[src/rtl/cplx_unit_arbiter.sv]
// ---------------------------------------------------------------------------
// cplx_unit_arbiter
//
// Shares one pipelined, in-order complex arithmetic unit (complex_mul or
// complex_div) between NUM_REQ requesters. Requests are granted round-robin,
// the grant is held while the unit back-pressures, and every issued request's
// requester index is pushed into an in-order tag FIFO. Each unit result is
// routed back to the requester at the FIFO head.
//
// Parameters
//   NUM_REQ  number of requesters (>= 2)
//   DEPTH    maximum outstanding operations / tag FIFO depth (power of two, >= 2)
//
// Ports
//   clk_i, rst_ni      clock, asynchronous active-low reset
//   req_operands_i     per-requester operands {b2,a2,b1,a1}
//   req_valid_i        per-requester request valid
//   req_ready_o        request accepted (one-hot or zero)
//   rsp_result_o       shared result bus {b,a} (mirrors unit_result_i)
//   rsp_valid_o        result valid for the owning requester (one-hot or zero)
//   rsp_ready_i        per-requester result ready
//   unit_operands_o    operands of the granted requester
//   unit_in_valid_o    issue valid to the unit
//   unit_in_ready_i    unit accepts the issue
//   unit_result_i      unit result {b,a}
//   unit_out_valid_i   unit result valid
//   unit_out_ready_o   result ready to the unit
//   flush_i            synchronous flush
//   unit_flush_o       flush forwarded to the unit
//   outstanding_o      tag FIFO occupancy
//   orphan_o           sticky: a result arrived with no outstanding tag
//   busy_o             operations outstanding or an issue pending
// ---------------------------------------------------------------------------
module cplx_unit_arbiter #(
    parameter int unsigned NUM_REQ = 4,
    parameter int unsigned DEPTH   = 8
) (
    input  logic                             clk_i,
    input  logic                             rst_ni,

    input  logic [NUM_REQ-1:0][3:0][63:0]    req_operands_i,
    input  logic [NUM_REQ-1:0]               req_valid_i,
    output logic [NUM_REQ-1:0]               req_ready_o,

    output logic [1:0][63:0]                 rsp_result_o,
    output logic [NUM_REQ-1:0]               rsp_valid_o,
    input  logic [NUM_REQ-1:0]               rsp_ready_i,

    output logic [3:0][63:0]                 unit_operands_o,
    output logic                             unit_in_valid_o,
    input  logic                             unit_in_ready_i,
    input  logic [1:0][63:0]                 unit_result_i,
    input  logic                             unit_out_valid_i,
    output logic                             unit_out_ready_o,

    input  logic                             flush_i,
    output logic                             unit_flush_o,
    output logic [$clog2(DEPTH):0]           outstanding_o,
    output logic                             orphan_o,
    output logic                             busy_o
);

    localparam int unsigned TAG_W = (NUM_REQ > 1) ? $clog2(NUM_REQ) : 1;
    localparam int unsigned SUM_W = TAG_W + 1;
    localparam int unsigned PTR_W = (DEPTH > 1) ? $clog2(DEPTH) : 1;
    localparam int unsigned CNT_W = $clog2(DEPTH) + 1;

    // Arbitration state
    logic [TAG_W-1:0] rr_ptr_q,   rr_ptr_d;
    logic             locked_q,   locked_d;
    logic [TAG_W-1:0] lock_idx_q, lock_idx_d;

    // Tag FIFO state
    logic [DEPTH-1:0][TAG_W-1:0] tag_mem_q;
    logic [PTR_W-1:0] wr_ptr_q, wr_ptr_d;
    logic [PTR_W-1:0] rd_ptr_q, rd_ptr_d;
    logic [CNT_W-1:0] count_q,  count_d;

    logic             orphan_q, orphan_d;

    // Combinational intermediates
    logic             scan_found;
    logic [TAG_W-1:0] scan_idx;
    logic             grant_valid;
    logic [TAG_W-1:0] grant_idx;
    logic             fifo_full;
    logic             fifo_empty;
    logic             issue_fire;
    logic [TAG_W-1:0] head_tag;
    logic             pop_fire;
    logic             orphan_hit;

    // Round-robin scan: first valid requester starting at rr_ptr_q, wrapping mod NUM_REQ.
    always_comb begin
        logic [SUM_W-1:0] cand;
        scan_found = 1'b0;
        scan_idx   = '0;
        cand       = '0;
        for (int unsigned k = 0; k < NUM_REQ; k++) begin
            cand = SUM_W'(rr_ptr_q) + SUM_W'(k);
            if (cand >= SUM_W'(NUM_REQ)) begin
                cand = cand - SUM_W'(NUM_REQ);
            end
            if (!scan_found && req_valid_i[cand[TAG_W-1:0]]) begin
                scan_found = 1'b1;
                scan_idx   = cand[TAG_W-1:0];
            end
        end
    end

    // A held lock overrides the scan; the lock survives a dropped valid until flush.
    assign grant_valid = locked_q | scan_found;
    assign grant_idx   = locked_q ? lock_idx_q : scan_idx;

    assign fifo_full  = (count_q == CNT_W'(DEPTH));
    assign fifo_empty = (count_q == '0);

    // Issue side. A full FIFO blocks issue even when a pop happens in the same
    // cycle, so unit_out_valid_i never reaches unit_in_valid_o combinationally.
    assign unit_in_valid_o = grant_valid & ~fifo_full & ~flush_i;
    assign unit_operands_o = req_operands_i[grant_idx];
    assign issue_fire      = unit_in_valid_o & unit_in_ready_i;

    always_comb begin
        req_ready_o = '0;
        if (issue_fire) begin
            req_ready_o[grant_idx] = 1'b1;
        end
    end

    // Return side: the FIFO head owns the current unit result.
    assign head_tag = tag_mem_q[rd_ptr_q];

    always_comb begin
        rsp_valid_o      = '0;
        unit_out_ready_o = 1'b1;
        if (!fifo_empty) begin
            unit_out_ready_o = rsp_ready_i[head_tag];
            if (!flush_i) begin
                rsp_valid_o[head_tag] = unit_out_valid_i;
            end
        end
    end

    assign pop_fire   = ~fifo_empty & unit_out_valid_i & rsp_ready_i[head_tag];
    assign orphan_hit =  fifo_empty & unit_out_valid_i;

    assign rsp_result_o  = unit_result_i;
    assign unit_flush_o  = flush_i;
    assign outstanding_o = count_q;
    assign orphan_o      = orphan_q;
    assign busy_o        = ~fifo_empty | unit_in_valid_o;

    // Next-state logic; flush has the highest priority.
    always_comb begin
        rr_ptr_d   = rr_ptr_q;
        locked_d   = locked_q;
        lock_idx_d = lock_idx_q;
        wr_ptr_d   = wr_ptr_q;
        rd_ptr_d   = rd_ptr_q;
        count_d    = count_q;
        orphan_d   = orphan_q | orphan_hit;

        if (issue_fire) begin
            wr_ptr_d = wr_ptr_q + PTR_W'(1);
            locked_d = 1'b0;
            if (grant_idx == TAG_W'(NUM_REQ - 1)) begin
                rr_ptr_d = '0;
            end else begin
                rr_ptr_d = grant_idx + TAG_W'(1);
            end
        end else if (unit_in_valid_o) begin
            locked_d   = 1'b1;
            lock_idx_d = grant_idx;
        end

        if (pop_fire) begin
            rd_ptr_d = rd_ptr_q + PTR_W'(1);
        end

        case ({issue_fire, pop_fire})
            2'b10:   count_d = count_q + CNT_W'(1);
            2'b01:   count_d = count_q - CNT_W'(1);
            default: count_d = count_q;
        endcase

        if (flush_i) begin
            rr_ptr_d = '0;
            locked_d = 1'b0;
            wr_ptr_d = '0;
            rd_ptr_d = '0;
            count_d  = '0;
            orphan_d = 1'b0;
        end
    end

    // Control state registers.
    always_ff @(posedge clk_i or negedge rst_ni) begin
        if (!rst_ni) begin
            rr_ptr_q   <= '0;
            locked_q   <= 1'b0;
            lock_idx_q <= '0;
            wr_ptr_q   <= '0;
            rd_ptr_q   <= '0;
            count_q    <= '0;
            orphan_q   <= 1'b0;
        end else begin
            rr_ptr_q   <= rr_ptr_d;
            locked_q   <= locked_d;
            lock_idx_q <= lock_idx_d;
            wr_ptr_q   <= wr_ptr_d;
            rd_ptr_q   <= rd_ptr_d;
            count_q    <= count_d;
            orphan_q   <= orphan_d;
        end
    end

    // Tag storage; contents are only read while count_q is non-zero.
    always_ff @(posedge clk_i) begin
        if (issue_fire) begin
            tag_mem_q[wr_ptr_q] <= grant_idx;
        end
    end

endmodule
[config.mk]
export PLATFORM = sky130hd
export DESIGN_NAME = cplx_unit_arbiter
export DESIGN_NICKNAME = d
export VERILOG_FILES = /design/src/rtl/cplx_unit_arbiter.sv
export SDC_FILE = /design/constraint.sdc
export NUM_CORES = 1
export LEC_CHECK = 0
export CAP_MARGIN = 20
export CORE_AREA = 2 2 608 610
export CTS_CLUSTER_SIZE = 30
export DETAILED_ROUTE_END_ITERATION = 10
export DIE_AREA = 0 0 610 612
export GPL_TIMING_DRIVEN = 0
export HOLD_SLACK_MARGIN = 0.03
export PLACE_DENSITY = 0.3
export RECOVER_POWER = 100
export SYNTH_ARGS = -nofsm -noshare
export SYNTH_HDL_FRONTEND = slang
export SYNTH_SLANG_ARGS = --single-unit
[constraint.sdc]
create_clock -name clk_i -period 4.9 [get_ports clk_i]
set_clock_uncertainty 0.2 [all_clocks]
set_input_delay 0.735 -clock clk_i [delete_from_list [all_inputs] [get_ports clk_i]]
set_output_delay 0.735 -clock clk_i [all_outputs]
set_load 0.02 [all_outputs]
==> reports/qor.tcl <==
set qor(drt-wirelength-per-cell_um) 36.88
set qor(critPathMostFrequentCell) {sky130_fd_sc_hd__clkdlybuf4s50_1}
set qor(critPathSlowestCell) {sky130_fd_sc_hd__clkdlybuf4s50_1}
set qor(drt_pass1_iterations) 5
set qor(gp_congestion) 0.9153
set qor(dominantRegCellSynth) {sky130_fd_sc_hd__edfxtp_1}
set qor(critical-path-top-delay-family) {buffers and inverters}
set qor(crit_arrival_ns) 3.97
set qor(h-tree-depth) 2
set qor(cts-buffers-inserted) 5
set qor(tightest_slew_ns) 0.9116
set qor(fp.dieArea_um2) 373300
set qor(wirelength_mm) 308.5
set qor(critical_path_required_ns) 3.96
set qor(netlist_instances) 2010
set qor(drt_iter0_markers) 1504
set qor(totalNegativeSetupSlack_ns) -0.004422
set qor(place.port_buffers) 1437
set qor(critical_path_class) {in -> out}
set qor(timing.hold.worst.class) {reg -> reg}
set qor(drv.max_cap_violation_count) 0
set qor(fp.dieH_um) 612
set qor(vdd_ir_drop_max_v) 0.0002427
set qor(postPlaceCellArea_um2) 31460
set qor(clock_tree_root_driver_cell) {sky130_fd_sc_hd__clkbuf_16}
set qor(postCtsHoldBufs) 0
set qor(hpwlAfterDp_mm) 289.5
set qor(timing.fmax_mhz) 203.9
set qor(failing_checks) {setup timing}
set qor(initial_utilization) 0.02903
set qor(drv_slew) 0
set qor(result_of_the_run) {finished with violations}
set qor(fin_total_pwr_mw) 16.30
set qor(critPathMaxFanout) 11
set qor(clk_transition_reported_paths_ns) 0.06
set qor(postSynthRegisterBits) 32
set qor(coreArea_um2) 367200
set qor(overflow) 0
set qor(seq_area_um2) 880.8
set qor(maxSlewHeadroom) 0.3923
set qor(floorplan.die.width_um) 610
set qor(asyncSetResetFlopFracSynth) 0.5000
set qor(final_setup_violation_count) 1
set qor(reg2reg_slack_ns) 0.40
set qor(rows) 223
set qor(crit_buf_inv) 5
set qor(multiInputGateArea_um2) 8962
set qor(worst_path_largest_cell_delay_ns) 0.67
set qor(route.detailed.vias_per_inst) 2.703
set qor(final.setup.worst_slack_ns) -0.004422
set qor(clkLatencyLatePin_ns) 0.30
set qor(synthesis.yosys.warnings) 0
set qor(grt_pass1_vias) 22580
set qor(report.final.hold_viol_count) 0
set qor(antenna_violations_before_repair) 296
set qor(wire_length_of_the_first_global_routing_pass_mm) 358.0
set qor(design_area_um2) 32700
set qor(synth.lib_cells_used.distinct) 60
set qor(number_of_flops_mapped_to_enable_cells_by_yosys) 16
set qor(design.final.nets) 4640
set qor(drive_gt1_frac) 0.1779
set qor(postRouteAntennaNets) 0
set qor(post_synth_instance_area_um2) 10660
set qor(crit_path_start_kind) {input pin}
set qor(crit_cells) 10
set qor(synthesis.area_per_instance_um2) 5.304
set qor(yosysSeqAreaShare) 0.08263
set qor(leakage_nw) 12.29
set qor(areaGrowthSynthToFinish_pct) 206.7
set qor(vias) 22610
set qor(finalCriticalPeriod_ns) 4.904
set qor(p_per_area_nw_per_um2) 498.4
set qor(io_pins) 1566
set qor(post-route-util) 0.08905
set qor(grt_max_degree) 16
set qor(final.fill_count) 43170
set qor(endpoint_kind) {primary output}
set qor(grt.total_usage) 0.1581
set qor(hold-path-cell-count) 2
set qor(final_min_period_over_clock_period) 1.001
set qor(cts-root-to-sink-buffers) 2
set qor(clock_tree_from_tritoncts) {yes}
set qor(remaining_drc_errors) 0
set qor(numClockSinks) 32
set qor(unrepaired_setup_endpoints_after_global_routing) {true}
set qor(r2r.worst_path.cells) 11
set qor(critical_path.cell_chain) {clkdlybuf4s50_1 > mux2i_1 > and2_0 > o41a_1 > bufinv_16 > buf_6 > clkbuf_2 > nand2_1 > a31oi_1 > clkdlybuf4s50_1}
set qor(syn_nets) 3183
[stage by stage]
stage / worst slack, ns / hold slack (ns) / std cells
final: -0.004422 / 0.3349 / 8364
after global routing: -0.08425 / 0.3743 / 8321
after CTS: -0.1215 / 0.3435 / 8306
after detailed placement: -2.392 / 0.3071 / 8299
after global placement: -3.559 / 0.3093 / 8284
after floorplan: 1.439 / 0.2394 / 2010
[worst paths after layout]
check | start | to
max in group asynchronous | rst_ni | rr_ptr_q[0]
min reg2reg | lock_idx_q[1] | lock_idx_q[1]
min in group asynchronous | rst_ni | rd_ptr_q[2]
min | lock_idx_q[1] | lock_idx_q[1]
max reg2reg | rd_ptr_q[0] | outstanding_o[3]
max | req_valid_i[3] | unit_operands_o[214]
[kinds of logic after synthesis]
group / synth area share
simple gates: 0.5514
fa+ha+maj: 0.009390
compound gates: 0.1718
flops: 0.08263
buf+inv: 0.1640
xor+xnor: 0.004109
mux: 0.01667
[power breakdown]
group / switching, mW / total (mW) / internal [mW]
combinational: 11.0 / 15.5 / 4.50
sequential: 0.0606 / 0.399 / 0.338
clock: 0.147 / 0.387 / 0.240
total: 11.2 / 16.3 / 5.08
[metal layers]
| layer | GRT usage | vias to the layer above | share of wire |
|---|---|---|---|
| met5 | 0 | - | 0.0030 |
| met4 | 0.01798 | 146 | 0.019 |
| met3 | 0.07031 | 526 | 0.10 |
| met2 | 0.2962 | 1415 | 0.52 |
| met1 | 0.1654 | 10860 | 0.36 |
| li1 | - | 9656 | - |
[worst min-delay path: cells and delay by family (launching register included)]
| kind | cells | cell delay, ns |
|---|---|---|
| simple gates | 1 | 0.05 |
| compound gates | 1 | 0.10 |
| flops | 1 | 0.34 |
[sequential cells by signal, summed over array words and instances (netlist names)]
register / flops
lock_idx_q: 2
rr_ptr_q: 2
orphan_o: 1
locked_q: 1
outstanding_o: 4
wr_ptr_q: 3
tag_mem_q: 16
rd_ptr_q: 3
[placed cells by master, fill, tap and decap left out, types with 3 or more instances in the layout]
| master | count |
|---|---|
| sky130_fd_sc_hd__a21oi_1 | 8 |
| sky130_fd_sc_hd__a31oi_1 | 169 |
| sky130_fd_sc_hd__a31oi_2 | 56 |
| sky130_fd_sc_hd__a31oi_4 | 31 |
| sky130_fd_sc_hd__and3_1 | 225 |
| sky130_fd_sc_hd__and3_2 | 25 |
| sky130_fd_sc_hd__and3_4 | 11 |
| sky130_fd_sc_hd__buf_12 | 10 |
| sky130_fd_sc_hd__buf_16 | 7 |
| sky130_fd_sc_hd__buf_2 | 79 |
| sky130_fd_sc_hd__buf_4 | 191 |
| sky130_fd_sc_hd__buf_6 | 14 |
| sky130_fd_sc_hd__buf_8 | 6 |
| sky130_fd_sc_hd__clkbuf_1 | 35 |
| sky130_fd_sc_hd__clkbuf_16 | 8 |
| sky130_fd_sc_hd__clkbuf_2 | 57 |
| sky130_fd_sc_hd__clkbuf_4 | 28 |
| sky130_fd_sc_hd__clkbuf_8 | 7 |
| sky130_fd_sc_hd__clkdlybuf4s15_1 | 5 |
| sky130_fd_sc_hd__clkdlybuf4s15_2 | 49 |
| sky130_fd_sc_hd__clkdlybuf4s18_2 | 6 |
| sky130_fd_sc_hd__clkdlybuf4s50_1 | 1052 |
| sky130_fd_sc_hd__dfrtp_1 | 16 |
| sky130_fd_sc_hd__diode_2 | 59 |
| sky130_fd_sc_hd__dlygate4sd2_1 | 63 |
| sky130_fd_sc_hd__dlygate4sd3_1 | 135 |
| sky130_fd_sc_hd__dlymetal6s2s_1 | 6 |
| sky130_fd_sc_hd__edfxtp_1 | 16 |
| sky130_fd_sc_hd__ha_1 | 8 |
| sky130_fd_sc_hd__mux2i_1 | 8 |
| sky130_fd_sc_hd__nand2_1 | 1029 |
| sky130_fd_sc_hd__nand2_2 | 11 |
| sky130_fd_sc_hd__nand2b_1 | 6 |
| sky130_fd_sc_hd__nand3b_1 | 4 |
| sky130_fd_sc_hd__nor2_1 | 22 |
| sky130_fd_sc_hd__nor2b_1 | 3 |
| sky130_fd_sc_hd__nor3_1 | 7 |
| sky130_fd_sc_hd__o21ai_0 | 4 |
| sky130_fd_sc_hd__xor2_1 | 3 |
[synthesized netlist by cell type, types with 2 or more instances]
library cell | instances | area share
sky130_fd_sc_hd__a21oi_1 | 8 | 0.0038
sky130_fd_sc_hd__a31oi_1 | 256 | 0.15
sky130_fd_sc_hd__and3_1 | 261 | 0.15
sky130_fd_sc_hd__buf_1 | 3 | 0.0011
sky130_fd_sc_hd__buf_2 | 47 | 0.022
sky130_fd_sc_hd__buf_4 | 139 | 0.098
sky130_fd_sc_hd__buf_6 | 2 | 0.0021
sky130_fd_sc_hd__clkbuf_1 | 112 | 0.039
sky130_fd_sc_hd__dfrtp_1 | 16 | 0.038
sky130_fd_sc_hd__edfxtp_1 | 16 | 0.045
sky130_fd_sc_hd__ha_1 | 8 | 0.0094
sky130_fd_sc_hd__inv_2 | 2 | 0.00070
sky130_fd_sc_hd__mux2_4 | 2 | 0.0028
sky130_fd_sc_hd__mux2i_1 | 8 | 0.0075
sky130_fd_sc_hd__mux4_2 | 2 | 0.0042
sky130_fd_sc_hd__nand2_1 | 1040 | 0.37
sky130_fd_sc_hd__nand2b_1 | 6 | 0.0035
sky130_fd_sc_hd__nand3b_1 | 4 | 0.0028
sky130_fd_sc_hd__nor2_1 | 21 | 0.0074
sky130_fd_sc_hd__nor2b_1 | 3 | 0.0018
sky130_fd_sc_hd__nor3_1 | 7 | 0.0033
sky130_fd_sc_hd__nor4_1 | 2 | 0.0012
sky130_fd_sc_hd__o21ai_0 | 4 | 0.0019
sky130_fd_sc_hd__or4_1 | 2 | 0.0014
sky130_fd_sc_hd__xnor2_1 | 2 | 0.0016
sky130_fd_sc_hd__xor2_1 | 3 | 0.0025
[cell type report]
cell class              instances  share of cell area
clock buffers                   6            0.003942
inverters                       4            0.001416
diodes                         59            0.004516
repair buffers               1451              0.4371
clock inverters                 2            0.001071
flip-flops and latches         32             0.02694
plain buffers                 302             0.06586
well taps                    4837              0.1851
multi-input cells            1671              0.2741
[what timing repair did]
action / CTS / global route
resized for setup: 1249 / 110
setup endpoints to repair: 260 / 97
pin swaps: 3 / 0
buffers inserted: 3 / 0
Power figures use the tool's default switching activity.
